===== config.mk =====
export PLATFORM = sky130hd
export DESIGN_NAME = debounce_filter
export DESIGN_NICKNAME = d
export VERILOG_FILES = /design/src/rtl/debounce_pkg.sv /design/src/rtl/sync_2ff.sv /design/src/rtl/debounce_filter.sv
export SDC_FILE = /design/constraint.sdc
export NUM_CORES = 1
export LEC_CHECK = 0
export ABC_AREA = 1
export CAP_MARGIN = 30
export CORE_ASPECT_RATIO = 0.7
export CORE_MARGIN = 2
export CORE_UTILIZATION = 34
export CTS_CLUSTER_SIZE = 24
export DETAILED_ROUTE_END_ITERATION = 12
export GPL_ROUTABILITY_DRIVEN = 0
export PLACE_DENSITY = 0.51
export SKIP_LAST_GASP = 1
export SLEW_MARGIN = 20
export SYNTH_ARGS = -nofsm -noshare
export SYNTH_HDL_FRONTEND = slang
export SYNTH_SLANG_ARGS = --single-unit

===== constraint.sdc =====
create_clock -name clk_db -period 2.28 [get_ports clk_db]
set_clock_uncertainty 0.15 [all_clocks]
set_input_delay 0.456 -clock clk_db [delete_from_list [all_inputs] [get_ports clk_db]]
set_output_delay 0.456 -clock clk_db [all_outputs]
set_load 0.1 [all_outputs]

===== src/rtl/debounce_pkg.sv =====
// Shared encodings for the debounce filter: FSM state codes and the idle level
// of the active-low button signals.
package debounce_pkg;

  localparam logic [1:0] ST_RELEASED     = 2'd0;
  localparam logic [1:0] ST_PRESS_WAIT   = 2'd1;
  localparam logic [1:0] ST_PRESSED      = 2'd2;
  localparam logic [1:0] ST_RELEASE_WAIT = 2'd3;

  // Idle (not pressed) level of every active-low signal in this path.
  localparam logic LEVEL_RESET_N = 1'b1;

endpackage


===== src/rtl/sync_2ff.sv =====
// Two-flop synchronizer for an asynchronous active-low input.
// Both stages reset to the idle level, so no press is seen while in reset.
module sync_2ff
  import debounce_pkg::*;
(
  input  logic clk_db,
  input  logic reset_n,
  input  logic d,
  output logic q
);

  logic meta;

  // NOTE: registers are always written with <= so every flop samples the
  // values from before the edge; with = the second stage would see d directly.
  always_ff @(posedge clk_db or negedge reset_n) begin
    if (!reset_n) begin
      meta <= LEVEL_RESET_N;
      q    <= LEVEL_RESET_N;
    end else begin
      meta <= d;
      q    <= meta;
    end
  end

endmodule


===== src/rtl/debounce_filter.sv =====
// Debounces a raw active-low contact into a stable active-low level and keeps
// a saturating count of aborted transitions for bring-up diagnostics.
module debounce_filter
  import debounce_pkg::*;
#(
  parameter int unsigned STABLE_CYCLES = 1000000,
  parameter int unsigned CNT_WIDTH     = 20,
  parameter int unsigned GLITCH_WIDTH  = 8
) (
  input  logic                    clk_db,
  input  logic                    reset_n,
  input  logic                    signal_raw_n,
  input  logic                    clear_glitch,
  output logic                    signal_debounced_n,
  output logic [GLITCH_WIDTH-1:0] glitch_count
);

  localparam logic [CNT_WIDTH-1:0]    CNT_LAST   = CNT_WIDTH'(STABLE_CYCLES - 1);
  localparam logic [GLITCH_WIDTH-1:0] GLITCH_MAX = {GLITCH_WIDTH{1'b1}};

  logic                 s;
  logic [1:0]           state;
  logic [CNT_WIDTH-1:0] cnt;
  logic                 glitch_evt;

  sync_2ff u_sync (
    .clk_db  (clk_db),
    .reset_n (reset_n),
    .d       (signal_raw_n),
    .q       (s)
  );

  // A wait state that sees the old level again has aborted its transition.
  // NOTE: the default assignment first keeps this block purely combinational;
  // a path that left glitch_evt unassigned would infer a latch.
  always_comb begin
    glitch_evt = 1'b0;
    if (state == ST_PRESS_WAIT && s)
      glitch_evt = 1'b1;
    else if (state == ST_RELEASE_WAIT && !s)
      glitch_evt = 1'b1;
  end

  always_ff @(posedge clk_db or negedge reset_n) begin
    if (!reset_n) begin
      state              <= ST_RELEASED;
      cnt                <= '0;
      signal_debounced_n <= LEVEL_RESET_N;
    end else begin
      case (state)
        ST_RELEASED: begin
          if (!s) begin
            state <= ST_PRESS_WAIT;
            cnt   <= CNT_WIDTH'(1);
          end
        end
        ST_PRESS_WAIT: begin
          if (s) begin
            state <= ST_RELEASED;
            cnt   <= '0;
          end else if (cnt == CNT_LAST) begin
            state              <= ST_PRESSED;
            cnt                <= '0;
            signal_debounced_n <= 1'b0;
          end else begin
            cnt <= cnt + 1'b1;
          end
        end
        ST_PRESSED: begin
          if (s) begin
            state <= ST_RELEASE_WAIT;
            cnt   <= CNT_WIDTH'(1);
          end
        end
        ST_RELEASE_WAIT: begin
          if (!s) begin
            state <= ST_PRESSED;
            cnt   <= '0;
          end else if (cnt == CNT_LAST) begin
            state              <= ST_RELEASED;
            cnt                <= '0;
            signal_debounced_n <= 1'b1;
          end else begin
            cnt <= cnt + 1'b1;
          end
        end
        default: begin
          state              <= ST_RELEASED;
          cnt                <= '0;
          signal_debounced_n <= LEVEL_RESET_N;
        end
      endcase
    end
  end

  // Clear wins over a coincident increment; the count sticks at all-ones.
  always_ff @(posedge clk_db or negedge reset_n) begin
    if (!reset_n)
      glitch_count <= '0;
    else if (clear_glitch)
      glitch_count <= '0;
    else if (glitch_evt && glitch_count != GLITCH_MAX)
      glitch_count <= glitch_count + 1'b1;
  end

endmodule


-- Word-level counts from Yosys, hierarchy flattened
Index checks and enable logic that the tools add are counted.
- $add $sub $neg: 2
- equality and inequality tests: 13
- mux-type cells: 22
- reductions and logical operators: 10
- operators by type and width (operator ; count):
    20-bit two-way mux ; 5
    20-bit case mux with 4 select lines ; 1
    20-bit by 1-bit adder with 20-bit output, second input constant ; 1
    20-bit == test, second input constant ; 1
    8-bit two-way mux ; 2
    2-bit two-way mux ; 6
    8-bit by 1-bit adder with 8-bit output, second input constant ; 1
    2-bit by 1-bit inequality test with 1-bit output, second input constant ; 4
    8-bit inequality test, second input constant ; 1
    2-bit case mux with 4 select lines ; 1
    1-bit two-way mux ; 6
    5-bit AND reduction ; 1
    2-bit == test, second input constant ; 2
    2-bit inequality test, second input constant ; 2
    4-bit AND reduction ; 1
    2-bit nonzero test ; 2
    1-bit logical AND ; 3
    3-bit by 1-bit inequality test with 1-bit output, second input constant ; 1
    3-bit inequality test, second input constant ; 1
    2-bit by 1-bit == test with 1-bit output, second input constant ; 1
    2-bit zero test ; 1
    1-bit case mux with 2 select lines ; 1
    2-bit AND reduction ; 1
    1-bit zero test ; 1
- register bits: 33
- bits of input ports: 4
- output and inout bits: 9
- word-level logic and storage cells: 53

-- Depth between registers and ports, before layout
- depth after elaboration: 7
- gate-level depth with buffers: 10
- mapped depth without buffers: 10

-- Cells and area by module
Synthesis repeated with hierarchy kept, for this count alone.
- cells, all modules: 240
- area total of the unflattened synthesis: 1898.1 sq um
- modules (own cells, without submodules) (module ; times used ; cells each ; area each (sq um) ; sequential area each (sq um)):
    debounce_filter ; 1 ; 238 ; 1845.5 ; 777.0
    sync_2ff ; 1 ; 2 ; 52.6 ; 52.6

-- Worst setup path before layout
Ideal clock, no wire load.
- path kind: reg-to-reg
- from: register glitch_count[1]
- to: register glitch_count[2]
- library setup time: 0.076 ns
- arrival time: 2.001 ns
- required time: 2.054 ns
- setup slack: 0.053 ns
- stages on the path, launching flop included: 10
- buffers on the path: 0
- clock period less this slack: 2.227 ns
- path through: dfrtp_1 -> ha_1 -> nand2_1 -> nor2_2 -> nand3_1 -> nand2_1 -> nand2_2 -> clkinv_2 -> nand2_1 -> o21ai_1
- longest elaborated chain between the ends: 3
- elaborated cells on any way between the ends: 6
- classes of those cells: add/sub: 1; eq/ne: 1; mux: 2; reduce/logical: 2
- ends and longest elaborated chain (item ; RTL line ; RTL):
    start: declaration ; debounce_filter.sv:15 ; output logic [GLITCH_WIDTH-1:0] glitch_count
    start signal: assignment ; debounce_filter.sv:103 ; glitch_count <= glitch_count + 1'b1;
    8-bit by 1-bit adder with 8-bit output or 8-bit inequality test (tied branches) ; debounce_filter.sv:103, debounce_filter.sv:102 ;
    8-bit two-way mux or 1-bit logical AND (tied branches) ; debounce_filter.sv:102 ; else if (glitch_evt && glitch_count != GLITCH_MAX)
    8-bit two-way mux or 2-bit nonzero test (tied branches) ; n/a ;
Parallel ways exist; a longest one is shown, timed or not. The select of a mux whose other input is x is not followed.
A chain may end at the register's enable or synchronous reset.

-- Final worst setup path
- from: register cnt[0]
- to: register cnt[12]
- longest elaborated chain between the ends: 4
- elaborated cells on any way between the ends: 6
- classes of those cells: add/sub: 1; eq/ne: 1; mux: 4
- ends and longest elaborated chain (item ; RTL line ; RTL):
    start: declaration ; debounce_filter.sv:23 ; logic [CNT_WIDTH-1:0] cnt;
    start signal: assignment ; debounce_filter.sv:66 ; cnt <= cnt + 1'b1;
    start signal: assignment ; debounce_filter.sv:84 ; cnt <= cnt + 1'b1;
    20-bit by 1-bit adder with 20-bit output or 20-bit == test (tied branches) ; n/a ;
    20-bit two-way mux * ; debounce_filter.sv:61, debounce_filter.sv:79 ;
    20-bit two-way mux, on equally long branches ; debounce_filter.sv:76, debounce_filter.sv:58 ;
    20-bit case mux with 4 select lines * ; debounce_filter.sv:50 ; case (state)
Mark *: on every way between the ends. The rest lies on a longest branch, timed or not.

==> flow_metrics.env <==
export IMPL_pwr_share_clk_pct=26.5
export IMPL_die_h_um=67.9
export IMPL_drc=0
export IMPL_p_per_area_nw_per_um2=726
export IMPL_p_leak_nw=1.09
export IMPL_htreeDepth=2
export IMPL_finalCritPeriodShare_pct=83.6
export IMPL_path_clk_slew_ns=0.08
export IMPL_drive_above_1_share_pct=16.3
export IMPL_crit_required_ns=2.32
export IMPL_critPathLaunchType="flip-flop"
export IMPL_place_hpwl_mm=3.32
export IMPL_diodes=0
export IMPL_synth_simple_area_share_pct=38.4
export IMPL_via_count=1677
export IMPL_final_common_cell="nand2_1"
export IMPL_grt_max_degree=34
export IMPL_syn_avg_cell_area_sq_um=7.37
export IMPL_dieArea_sq_um=6470
export IMPL_peakVddDrop_mv=0.357
export IMPL_netSwitchingFraction_pct=40.1
export IMPL_cp_max_fo=14
export IMPL_tightestPinTransition_ns=0.433
export IMPL_crit_type="reg2reg"
export IMPL_cts_sinks=33
export IMPL_place_area_sq_um=2190
export IMPL_synth_top_family_by_area="simple AND/OR/NAND/NOR gates"
export IMPL_yosys_warnings=0
export IMPL_met3_usage_pct=3.63
export IMPL_outcome="finished, final reports clean"
export IMPL_synth_area_mux_share_pct=0
export IMPL_met1_usage_pct=27.0
export IMPL_p_switching_mw=0.661
export IMPL_start_util_pct=35.0
export IMPL_fillCellCount=578
export IMPL_tritoncts="done"
export IMPL_final_cell_mix="nand2_1 (84), inv_1 (33), dfrtp_1 (30)"
export IMPL_clockBufferDepth=2
export IMPL_power_mw=1.65
export IMPL_use_met2_pct=18.0
export IMPL_cts_hold_buffers_added=0
export IMPL_timing_hold_violations_final=0
export IMPL_wire_per_inst_um=12.4
export IMPL_syn_inst=269
export IMPL_seq_power_share_pct=42.4
export IMPL_numCtsBuffers=5
export IMPL_grt_pass1_wl_mm=7.62
export IMPL_first_pass_iters=4
export IMPL_root_buffer="clkbuf_8"
export IMPL_seq_area_frac_synth_pct=41.8
export IMPL_synth_compound_area_share_pct=7.07
export IMPL_ant_nets=0
export IMPL_design_area_sq_um=2270
export IMPL_setup_tns_ns=0
export IMPL_num_rows=23
export IMPL_rsz0062_at_grt="false"
export IMPL_cp_arrival_ns=1.95
export IMPL_critPathCaptureType="flip-flop"
export IMPL_clk_latency_ns=0.30
export IMPL_core_area_sq_um=5670
export IMPL_setup_viol=0
export IMPL_ys_ff_latch=33
export IMPL_gr_total_overflow=0
export IMPL_layout_nets=294
export IMPL_grt_pass1_vias=1507
export IMPL_routed_wl_mm=4.52
export IMPL_maxSlewHeadroom_pct=71.1
export IMPL_yosys_cell_types_count=27
export IMPL_post_cts_buffers=0
export IMPL_syn_to_final_growth_pct=14.5
export IMPL_io_pins=13
export IMPL_synthAdderAreaFrac_pct=1.26
export IMPL_via_per_inst=4.61
export IMPL_drt_initial_drc_count=110
export IMPL_clock_fmax_ghz=0.525
export IMPL_fin_crit_ns=1.91
export IMPL_comb_power_share_pct=31.1
export IMPL_cts_resized=0
export IMPL_grt_busiest_layer="met1"
export IMPL_grt_use_total_pct=16.0
export IMPL_antenna_found_initial=0
export IMPL_synth_xor_area_share_pct=3.53
export IMPL_slew_viol_final=0
export IMPL_p_int_mw=0.989
export IMPL_syn_area_sq_um=1980
export IMPL_maxCapViolations=0
export IMPL_hold_path_class="reg2reg"
export IMPL_synthesis_nets=275
export IMPL_die_w_um=95.3
export IMPL_io_buffers=12
worst max-delay path: stages (launching register included):
cell,delay (ns)
dfrtp_1,0.39
ha_1,0.24
nand2_2,0.11
nor3_4,0.24
nand3_2,0.14
nand2_4,0.18
inv_1,0.19
nand3_1,0.12
nand2_1,0.05
worst paths after layout:
path	from	to	slack (ns)	depth (start not counted)
worst max-delay path	cnt[0]	cnt[12]	0.37	8
worst min register to register	u_sync.meta	u_sync.q	0.21	0
worst min-delay path	u_sync.meta	u_sync.q	0.21	0
min in group asynchronous	reset_n	cnt[16]	0.41	2
worst max register to register	cnt[0]	cnt[12]	0.37	8
max in group asynchronous	reset_n	signal_debounced_n	1.21	2
kinds of logic after synthesis:
group / Yosys count
flops: 33
simple gates: 162
xor+xnor: 8
compound gates: 25
fa+ha+maj: 2
buf+inv: 39
flip-flops by register name, indices dropped and copies added (netlist names), named ones only:
register            count
glitch_count            8
signal_debounced_n      1
u_sync.q                1
state                   1
cnt                    20
u_sync.meta             1
cell usage after synthesis:
library cell,n,area [sq um]
nor2_2,5,31.3
inv_1,33,124
nand2_2,5,31.3
nand2_4,1,11.3
inv_2,2,7.51
or2_1,1,6.26
nand3_1,26,130
or2_2,2,12.5
dfstp_2,3,78.8
o21ai_0,10,50.1
dfrtp_1,30,751
a21oi_1,4,20.0
nor2_4,5,56.3
buf_2,2,10.0
nor2_1,23,86.3
o22ai_1,7,43.8
buf_6,1,11.3
ha_1,2,25.0
a21o_1,1,7.51
clkinv_2,1,5.00
nand3_2,2,20.0
o21ai_1,2,10.0
xor2_1,8,70.1
nor3_4,1,16.3
nand4_1,7,43.8
nand2_1,84,315
a31o_2,1,8.76
power by group through the flow:
| stage | Combinational (mW) | Clock, mW | Sequential (mW) |
|---|---|---|---|
| after detailed placement | 0.509 | 0 | 0.709 |
| after global routing | 0.570 | 0.473 | 0.707 |
| final | 0.513 | 0.437 | 0.700 |
| after floorplan | 0.287 | 0 | 0.781 |
| after CTS | 0.511 | 0.450 | 0.698 |
| after global placement | 0.515 | 0 | 0.705 |
per-layer routing:
layer	vias up	part of all wire, %
li1	888	-
met3	8	4.0
met5	-	0
met1	754	60
met4	0	1.6
met2	27	35
final cells by class:
type                       instances  area, sq um  share of cell area [%]
timing repair buffer              15          133                    5.84
clock inverter                     2         10.0                   0.441
multi-input combinational        197          996                    43.9
sequential                        33          830                    36.5
tap                               75         93.8                    4.13
inverter                          36          136                    6.01
clock buffer                       6         72.6                    3.20
metrics by stage:
stage / setup WS [ns] / utilization [%] / hold slack [ns] / cells
finish: 0.374 / 40.1 / 0.206 / 364
global route: 0.203 / 40.1 / 0.211 / 364
CTS: 0.369 / 40.1 / 0.208 / 364
detailed placement: 0.361 / 38.6 / 0.197 / 356
global placement: 0.468 / 38.6 / 0.195 / 356
floorplan: 0.0526 / - / 0.0104 / 269
Note: power is estimated with default switching activity, not from simulation.
